[src/rtl/axi_io_pmp_rd_guard.sv]
// axi_io_pmp_rd_guard: AXI4 read-channel IO-PMP guard; allowed ARs are forwarded, denied ARs are
// answered locally with an in-order SLVERR burst.
module axi_io_pmp_rd_guard #(
    parameter int ADDR_WIDTH      = 32,
    parameter int DATA_WIDTH      = 32,
    parameter int ID_WIDTH        = 8,
    parameter int AR_MISC_W       = 29,
    parameter int NR_ENTRIES      = 16,
    parameter int MAX_OUTSTANDING = 8,
    parameter int DEFAULT_ALLOW   = 0
) (
    input  logic                                                clk,
    input  logic                                                rst,
    input  logic                                                cfg_we,
    input  logic [(NR_ENTRIES > 1 ? $clog2(NR_ENTRIES) : 1)-1:0] cfg_idx,
    input  logic [ADDR_WIDTH-3:0]                               cfg_addr,
    input  logic [7:0]                                          cfg_cfg,
    input  logic                                                s_ar_valid,
    output logic                                                s_ar_ready,
    input  logic [ID_WIDTH-1:0]                                 s_ar_id,
    input  logic [ADDR_WIDTH-1:0]                               s_ar_addr,
    input  logic [7:0]                                          s_ar_len,
    input  logic [AR_MISC_W-1:0]                                s_ar_misc,
    output logic                                                m_ar_valid,
    input  logic                                                m_ar_ready,
    output logic [ID_WIDTH-1:0]                                 m_ar_id,
    output logic [ADDR_WIDTH-1:0]                               m_ar_addr,
    output logic [7:0]                                          m_ar_len,
    output logic [AR_MISC_W-1:0]                                m_ar_misc,
    input  logic                                                m_r_valid,
    output logic                                                m_r_ready,
    input  logic [ID_WIDTH-1:0]                                 m_r_id,
    input  logic [DATA_WIDTH-1:0]                               m_r_data,
    input  logic [1:0]                                          m_r_resp,
    input  logic                                                m_r_last,
    output logic                                                s_r_valid,
    input  logic                                                s_r_ready,
    output logic [ID_WIDTH-1:0]                                 s_r_id,
    output logic [DATA_WIDTH-1:0]                               s_r_data,
    output logic [1:0]                                          s_r_resp,
    output logic                                                s_r_last,
    output logic [15:0]                                         deny_count
);
    localparam int PW = ADDR_WIDTH - 2;
    localparam int OW = $clog2(MAX_OUTSTANDING + 1);
    localparam logic [OW-1:0] MAX_O = OW'(MAX_OUTSTANDING);

    typedef enum logic [1:0] {IDLE, FWD, DRAIN, ERR} state_t;

    state_t state_q, state_d;
    // Only the fields that matter are kept per entry: {L, A[1:0], R}
    logic [3:0]            pmp_cfg_q  [NR_ENTRIES];
    logic [PW-1:0]         pmp_addr_q [NR_ENTRIES];
    logic [NR_ENTRIES-1:0] hit;
    logic [PW-1:0]         a;
    logic                  allow, hs, inc, dec, err, last_beat, ar_ready_q;
    logic [OW-1:0]         outst_q, outst_d;
    logic [ID_WIDTH-1:0]   id_q;
    logic [ADDR_WIDTH-1:0] addr_q;
    logic [7:0]            len_q, beat_q;
    logic [AR_MISC_W-1:0]  misc_q;
    logic [15:0]           deny_q;
    logic                  unused_bits;

    assign unused_bits = ^{s_ar_addr[1:0], cfg_cfg[6:5], cfg_cfg[2:1]};
    assign a = s_ar_addr[ADDR_WIDTH-1:2];

    for (genvar i = 0; i < NR_ENTRIES; i++) begin : g_match
        logic [PW-1:0] pa, lo, dc;
        logic [1:0]    mode;
        assign pa   = pmp_addr_q[i];
        assign mode = pmp_cfg_q[i][2:1];
        if (i == 0) begin : g_lo0
            assign lo = '0;
        end else begin : g_lo
            assign lo = pmp_addr_q[i-1];
        end
        // NAPOT: trailing ones plus the zero above them are don't-care bits
        assign dc     = pa ^ (pa + PW'(1));
        assign hit[i] = mode == 2'd1 ? (a >= lo && a < pa) :
                        mode == 2'd2 ? (a == pa) :
                        mode == 2'd3 ? (((a ^ pa) & ~dc) == '0) : 1'b0;
    end

    always_comb begin
        allow = DEFAULT_ALLOW != 0;
        for (int j = NR_ENTRIES - 1; j >= 0; j--)
            if (hit[j]) allow = pmp_cfg_q[j][0];
    end

    assign hs        = s_ar_valid && ar_ready_q;
    assign err       = state_q == ERR;
    assign last_beat = beat_q == len_q;
    assign inc       = state_q == FWD && m_ar_ready;
    assign dec       = m_r_valid && m_r_ready && m_r_last;

    always_comb begin
        state_d = state_q == IDLE  ? (hs ? (allow ? FWD : DRAIN) : IDLE) :
                  state_q == FWD   ? (m_ar_ready ? IDLE : FWD) :
                  state_q == DRAIN ? (outst_q == '0 ? ERR : DRAIN) :
                                     (s_r_ready && last_beat ? IDLE : ERR);
        outst_d = inc == dec ? outst_q : inc ? outst_q + OW'(1) : outst_q - OW'(1);
    end

    always_ff @(posedge clk) begin
        if (!rst) begin
            for (int j = 0; j < NR_ENTRIES; j++) begin
                pmp_cfg_q[j]  <= '0;
                pmp_addr_q[j] <= '0;
            end
        end else if (cfg_we && !pmp_cfg_q[cfg_idx][3]) begin
            pmp_cfg_q[cfg_idx]  <= {cfg_cfg[7], cfg_cfg[4:3], cfg_cfg[0]};
            pmp_addr_q[cfg_idx] <= cfg_addr;
        end
    end

    always_ff @(posedge clk) begin
        if (!rst) begin
            state_q    <= IDLE;
            ar_ready_q <= 1'b0;
            outst_q    <= '0;
            beat_q     <= '0;
            deny_q     <= '0;
        end else begin
            state_q    <= state_d;
            outst_q    <= outst_d;
            ar_ready_q <= state_d == IDLE && outst_d < MAX_O;
            if (hs) begin
                id_q   <= s_ar_id;
                addr_q <= s_ar_addr;
                len_q  <= s_ar_len;
                misc_q <= s_ar_misc;
                beat_q <= '0;
            end
            if (err && s_r_ready) beat_q <= beat_q + 8'd1;
            if (err && s_r_ready && last_beat && deny_q != 16'hFFFF) deny_q <= deny_q + 16'd1;
        end
    end

    assign s_ar_ready = ar_ready_q;
    assign m_ar_valid = state_q == FWD;
    assign m_ar_id    = id_q;
    assign m_ar_addr  = addr_q;
    assign m_ar_len   = len_q;
    assign m_ar_misc  = misc_q;
    assign m_r_ready  = !err && s_r_ready;
    assign s_r_valid  = err ? 1'b1 : m_r_valid;
    assign s_r_id     = err ? id_q : m_r_id;
    assign s_r_data   = err ? '0 : m_r_data;
    assign s_r_resp   = err ? 2'b10 : m_r_resp;
    assign s_r_last   = err ? last_beat : m_r_last;
    assign deny_count = deny_q;
endmodule
[config.mk]
export PLATFORM = sky130hd
export DESIGN_NAME = axi_io_pmp_rd_guard
export DESIGN_NICKNAME = d
export VERILOG_FILES = /design/src/rtl/axi_io_pmp_rd_guard.sv
export SDC_FILE = /design/constraint.sdc
export NUM_CORES = 2
export LEC_CHECK = 0
export BUFFER_PORTS_ARGS = -buffer_cell sky130_fd_sc_hd__buf_2
export CELL_PAD_IN_SITES_DETAIL_PLACEMENT = 1
export CELL_PAD_IN_SITES_GLOBAL_PLACEMENT = 2
export CORE_MARGIN = 3
export CORE_UTILIZATION = 36
export CTS_CLUSTER_DIAMETER = 30
export DETAILED_ROUTE_END_ITERATION = 8
export PLACE_DENSITY = 0.79
export SYNTH_ARGS = -nofsm -noshare
export SYNTH_HDL_FRONTEND = slang
export SYNTH_SLANG_ARGS = --single-unit
export TNS_END_PERCENT = 50
[constraint.sdc]
create_clock -name clk -period 5.8 [get_ports clk]
set_input_delay 0.87 -clock clk [delete_from_list [all_inputs] [get_ports clk]]
set_output_delay 0.87 -clock clk [all_outputs]
set_load 0.005 [all_outputs]
==> key figures <==
Status
  – Status: finished clean

Final layout
  – NumNets Final: 5543
  – Fraction of layout cells with a size suffix above 1: 0.148
  – Util after Layout: 0.452
  – Area growth from synthesis to layout: 24.2%
  – Fill count: 13300
  – Most frequent cells in the layout: 621 x edfxtp_1, 521 x inv_1, 500 x ha_1
  – Most common cell after layout, fill and taps aside: edfxtp_1

Power and ir drop
  – Leak Pwr: 22.6 nW
  – Maximum vdd drop: 0.277 mV
  – Total power: 18.1 mW
  – Power per Cell Area: 333 nW/um^2

Clock network
  – CTS Buf Count: 173
  – Skew-Pair Late Insertion Delay: 810 ps
  – Root buffer cell: clkbuf_16
  – Reg clk slew, reported paths: 50 ps
  – CTS tree: done
  – CTS Buffer Depth: 3
  – Cts-stage hold buffer count: 0
  – CTS resizes: 0
  – # clock sinks: 652
  – CTS H-Tree Depth: 4
  – Setup Buffers After CTS: 0

Global route
  – Initial antenna violation count: 43
  – Vias in the first global route: 39400
  – First-pass GRT wire length: 271000 um
  – GR Util All Layers: 0.295
  – Largest net degree at the start of global routing: 47
  – Total global routing overflow: 0

Route
  – Vias: 39200
  – Remaining antenna violation count: 0
  – DR DRC count: 0
  – Routed WL: 190000 um
  – Routed len/inst: 28.5 um
  – Drt first pass iters: 5
  – Drt via density: 5.88
  – Iteration-0 DRC Markers: 4082

Place
  – RD Place Congestion: 0.942
  – I/O Buffers: 304
  – HPWL after detailed placement: 131000 um

Timing
  – Max frequency: 212 MHz
  – Actual slew at the worst max-slew pin: 1280 ps
  – Final Critical Period: 4720 ps
  – Skew final: 68.0 ps
  – Worst slew margin: 0.137
  – Slew Viols, Final: 0
  – Final Hold Fails: 0
  – Period utilisation layout: 0.814
  – Unrepaired setup endpoints after global routing: no
  – Sum of negative setup slack: 0 ps
  – Setup-failing EPs final: 0

Critical path
  – Top delay family on crit path: compound AO/OA/AOI/OAI gates
  – Crit path launch type: input pin
  – Origin of the critical flop-to-flop path: pmp_addr_q[4][2]
  – Crit Path Category: in2reg
  – CP required: 6500 ps
  – Worst path slowest cell: buf_2
  – WP buf/inv: 2
  – R2r worst-path depth: 11
  – Critical path, cell by cell: buf_2 -> ha_1 -> nand4_1 -> inv_1 -> a221oi_1 -> o211ai_1 -> a211oi_1 -> a2111oi_0 -> a311o_1 -> or4_1 -> a31o_2 -> and4b_1 -> o31a_1 -> o31ai_2
  – Worst R2R End: state_q[0]
  – Critical Path End Type: register
  – CP Max Fanout: 12
  – Critical path data arrival time: 5420 ps
  – Reg2reg setup slack: 1280 ps
  – Critical path's largest stage delay: 730 ps

Synthesis
  – Synthesis warning total: 0
  – Synthesized flop and latch total: 652
  – Mapped Nets: 5077
  – Number of synthesized flops with an enable pin: 621
  – Async SR Flop Fraction: 0
  – Post-Syn Instances: 4407
  – Average cell area after synthesis: 9.93 um^2
  – Synth cell types: 81
  – Ys flop type: edfxtp_1
  – Synth Cell Area: 43800 um^2
  – Register area share after synthesis: 0.440

Floorplan
  – Initial Util: 0.364
  – Core ar.: 120000 um^2
  – Top-Level Pins: 309
  – Core Rows: 127
  – Die Y: 355 um
  – Die span in x: 355 um
  – Die area: 126000 um^2

Worst hold path
  – Hold endpoint: m_ar_id[6]
  – Hold Path Stages: 1
  – Hold_sp: s_ar_id[6]
  – HP Class: in2reg

Flow run
  – Number of max-cap violations: 0
==> metal layers <==
metal / vias up / wire length (um) / global-route usage
met3: 397 / 18000 / 0.0581
met2: 1744 / 84500 / 0.454
met1: 19500 / 78500 / 0.398
li1: 17500 / - / -
met4: 8 / 8980 / 0.142
met5: - / 51 / 0
==> worst reg2reg max path, delay by kind of cell, from the launching register on <==
family	cells	cell delay, ps
flops	1	440
simple gates	5	2200
compound gates	6	1770
==> worst max path at each step <==
stage                  startpoint           endpoint  slack, ps  depth (start not counted)
floorplan              cfg_idx[0]  pmp_addr_q[15][0]        160                          8
global placement    s_ar_addr[17]         state_q[0]        520                         14
detailed placement  s_ar_addr[17]         state_q[0]        460                         14
CTS                 s_ar_addr[17]         state_q[0]       1250                         14
global route        s_ar_addr[17]         state_q[0]        980                         14
finish              s_ar_addr[17]         state_q[0]       1080                         14
==> Yosys cell counts, drive strengths merged (6+ instances only) <==
cell | instances | share of area
o21bai | 9 | 0.0015
clkbuf | 120 | 0.010
and4 | 41 | 0.0083
nand2 | 163 | 0.014
a32oi | 13 | 0.0026
a22oi | 19 | 0.0033
o22ai | 14 | 0.0020
edfxtp | 621 | 0.43
a31o | 7 | 0.0014
nand2b | 19 | 0.0027
o31ai | 10 | 0.0018
a41o | 6 | 0.0014
a221oi | 9 | 0.0018
o221ai | 11 | 0.0022
xnor2 | 14 | 0.0028
a21o | 49 | 0.0084
nand4 | 138 | 0.020
xor2 | 24 | 0.0048
nor2 | 186 | 0.016
mux2i | 7 | 0.0016
nor3b | 13 | 0.0025
and2 | 495 | 0.071
a31oi | 121 | 0.017
a2111oi | 16 | 0.0032
ha | 500 | 0.14
o211ai | 29 | 0.0051
or3 | 22 | 0.0031
a21oi | 312 | 0.036
or4 | 31 | 0.0053
o21a | 23 | 0.0039
inv | 522 | 0.045
nand3 | 136 | 0.016
a211oi | 41 | 0.0070
mux2 | 10 | 0.0026
a41oi | 33 | 0.0066
and3 | 162 | 0.023
dfxtp | 31 | 0.014
nor2b | 25 | 0.0036
nor4 | 94 | 0.014
a211o | 10 | 0.0020
o21ai | 100 | 0.011
nor3 | 111 | 0.013
o2111ai | 13 | 0.0026
==> flip-flops by register name (all words and copies together), names as in the netlist <==
| name | cells |
|---|---|
| s_ar_ready | 1 |
| beat_q | 8 |
| deny_count | 16 |
| m_ar_id | 8 |
| m_ar_addr | 32 |
| m_ar_misc | 29 |
| outst_q | 4 |
| m_ar_len | 8 |
| state_q | 2 |
| pmp_addr_q | 480 |
| pmp_cfg_q | 64 |
==> cell families after synthesis <==
family | share of synthesized area
simple gates | 0.216
compound gates | 0.131
flops | 0.440
buf+inv | 0.0553
fa+ha+maj | 0.143
xor+xnor | 0.00761
mux | 0.00623
==> power by group <==
part / leakage (nW) / internal (mW) / switching [mW]
logic: 13.0 / 0.664 / 1.36
clock network: 3.08 / 7.34 / 3.22
registers: 6.55 / 5.37 / 0.152
==> per-stage QoR <==
stage	cell area, um^2	cells	hold WS (ps)	worst slack, ps
after floorplan	43800	4407	485	159
after global placement	47800	6310	517	520
after detailed placement	47800	6310	528	456
after CTS	54300	6633	197	1250
after global routing	54300	6637	209	982
final	54400	6659	241	1080
==> area by class of cell <==
class                      instances  area, um^2  area share
multi-input combinational       3111       22200       0.408
sequential                       652       19300       0.354
clock buffer                     198        4440      0.0817
timing repair buffer             413        2400      0.0442
tap                             1612        2020      0.0371
clock inverter                   125        2000      0.0369
inverter                         522        1960      0.0360
antenna                           26        65.1     0.00120
No activity file was read; power rests on OpenSTA's default activity.
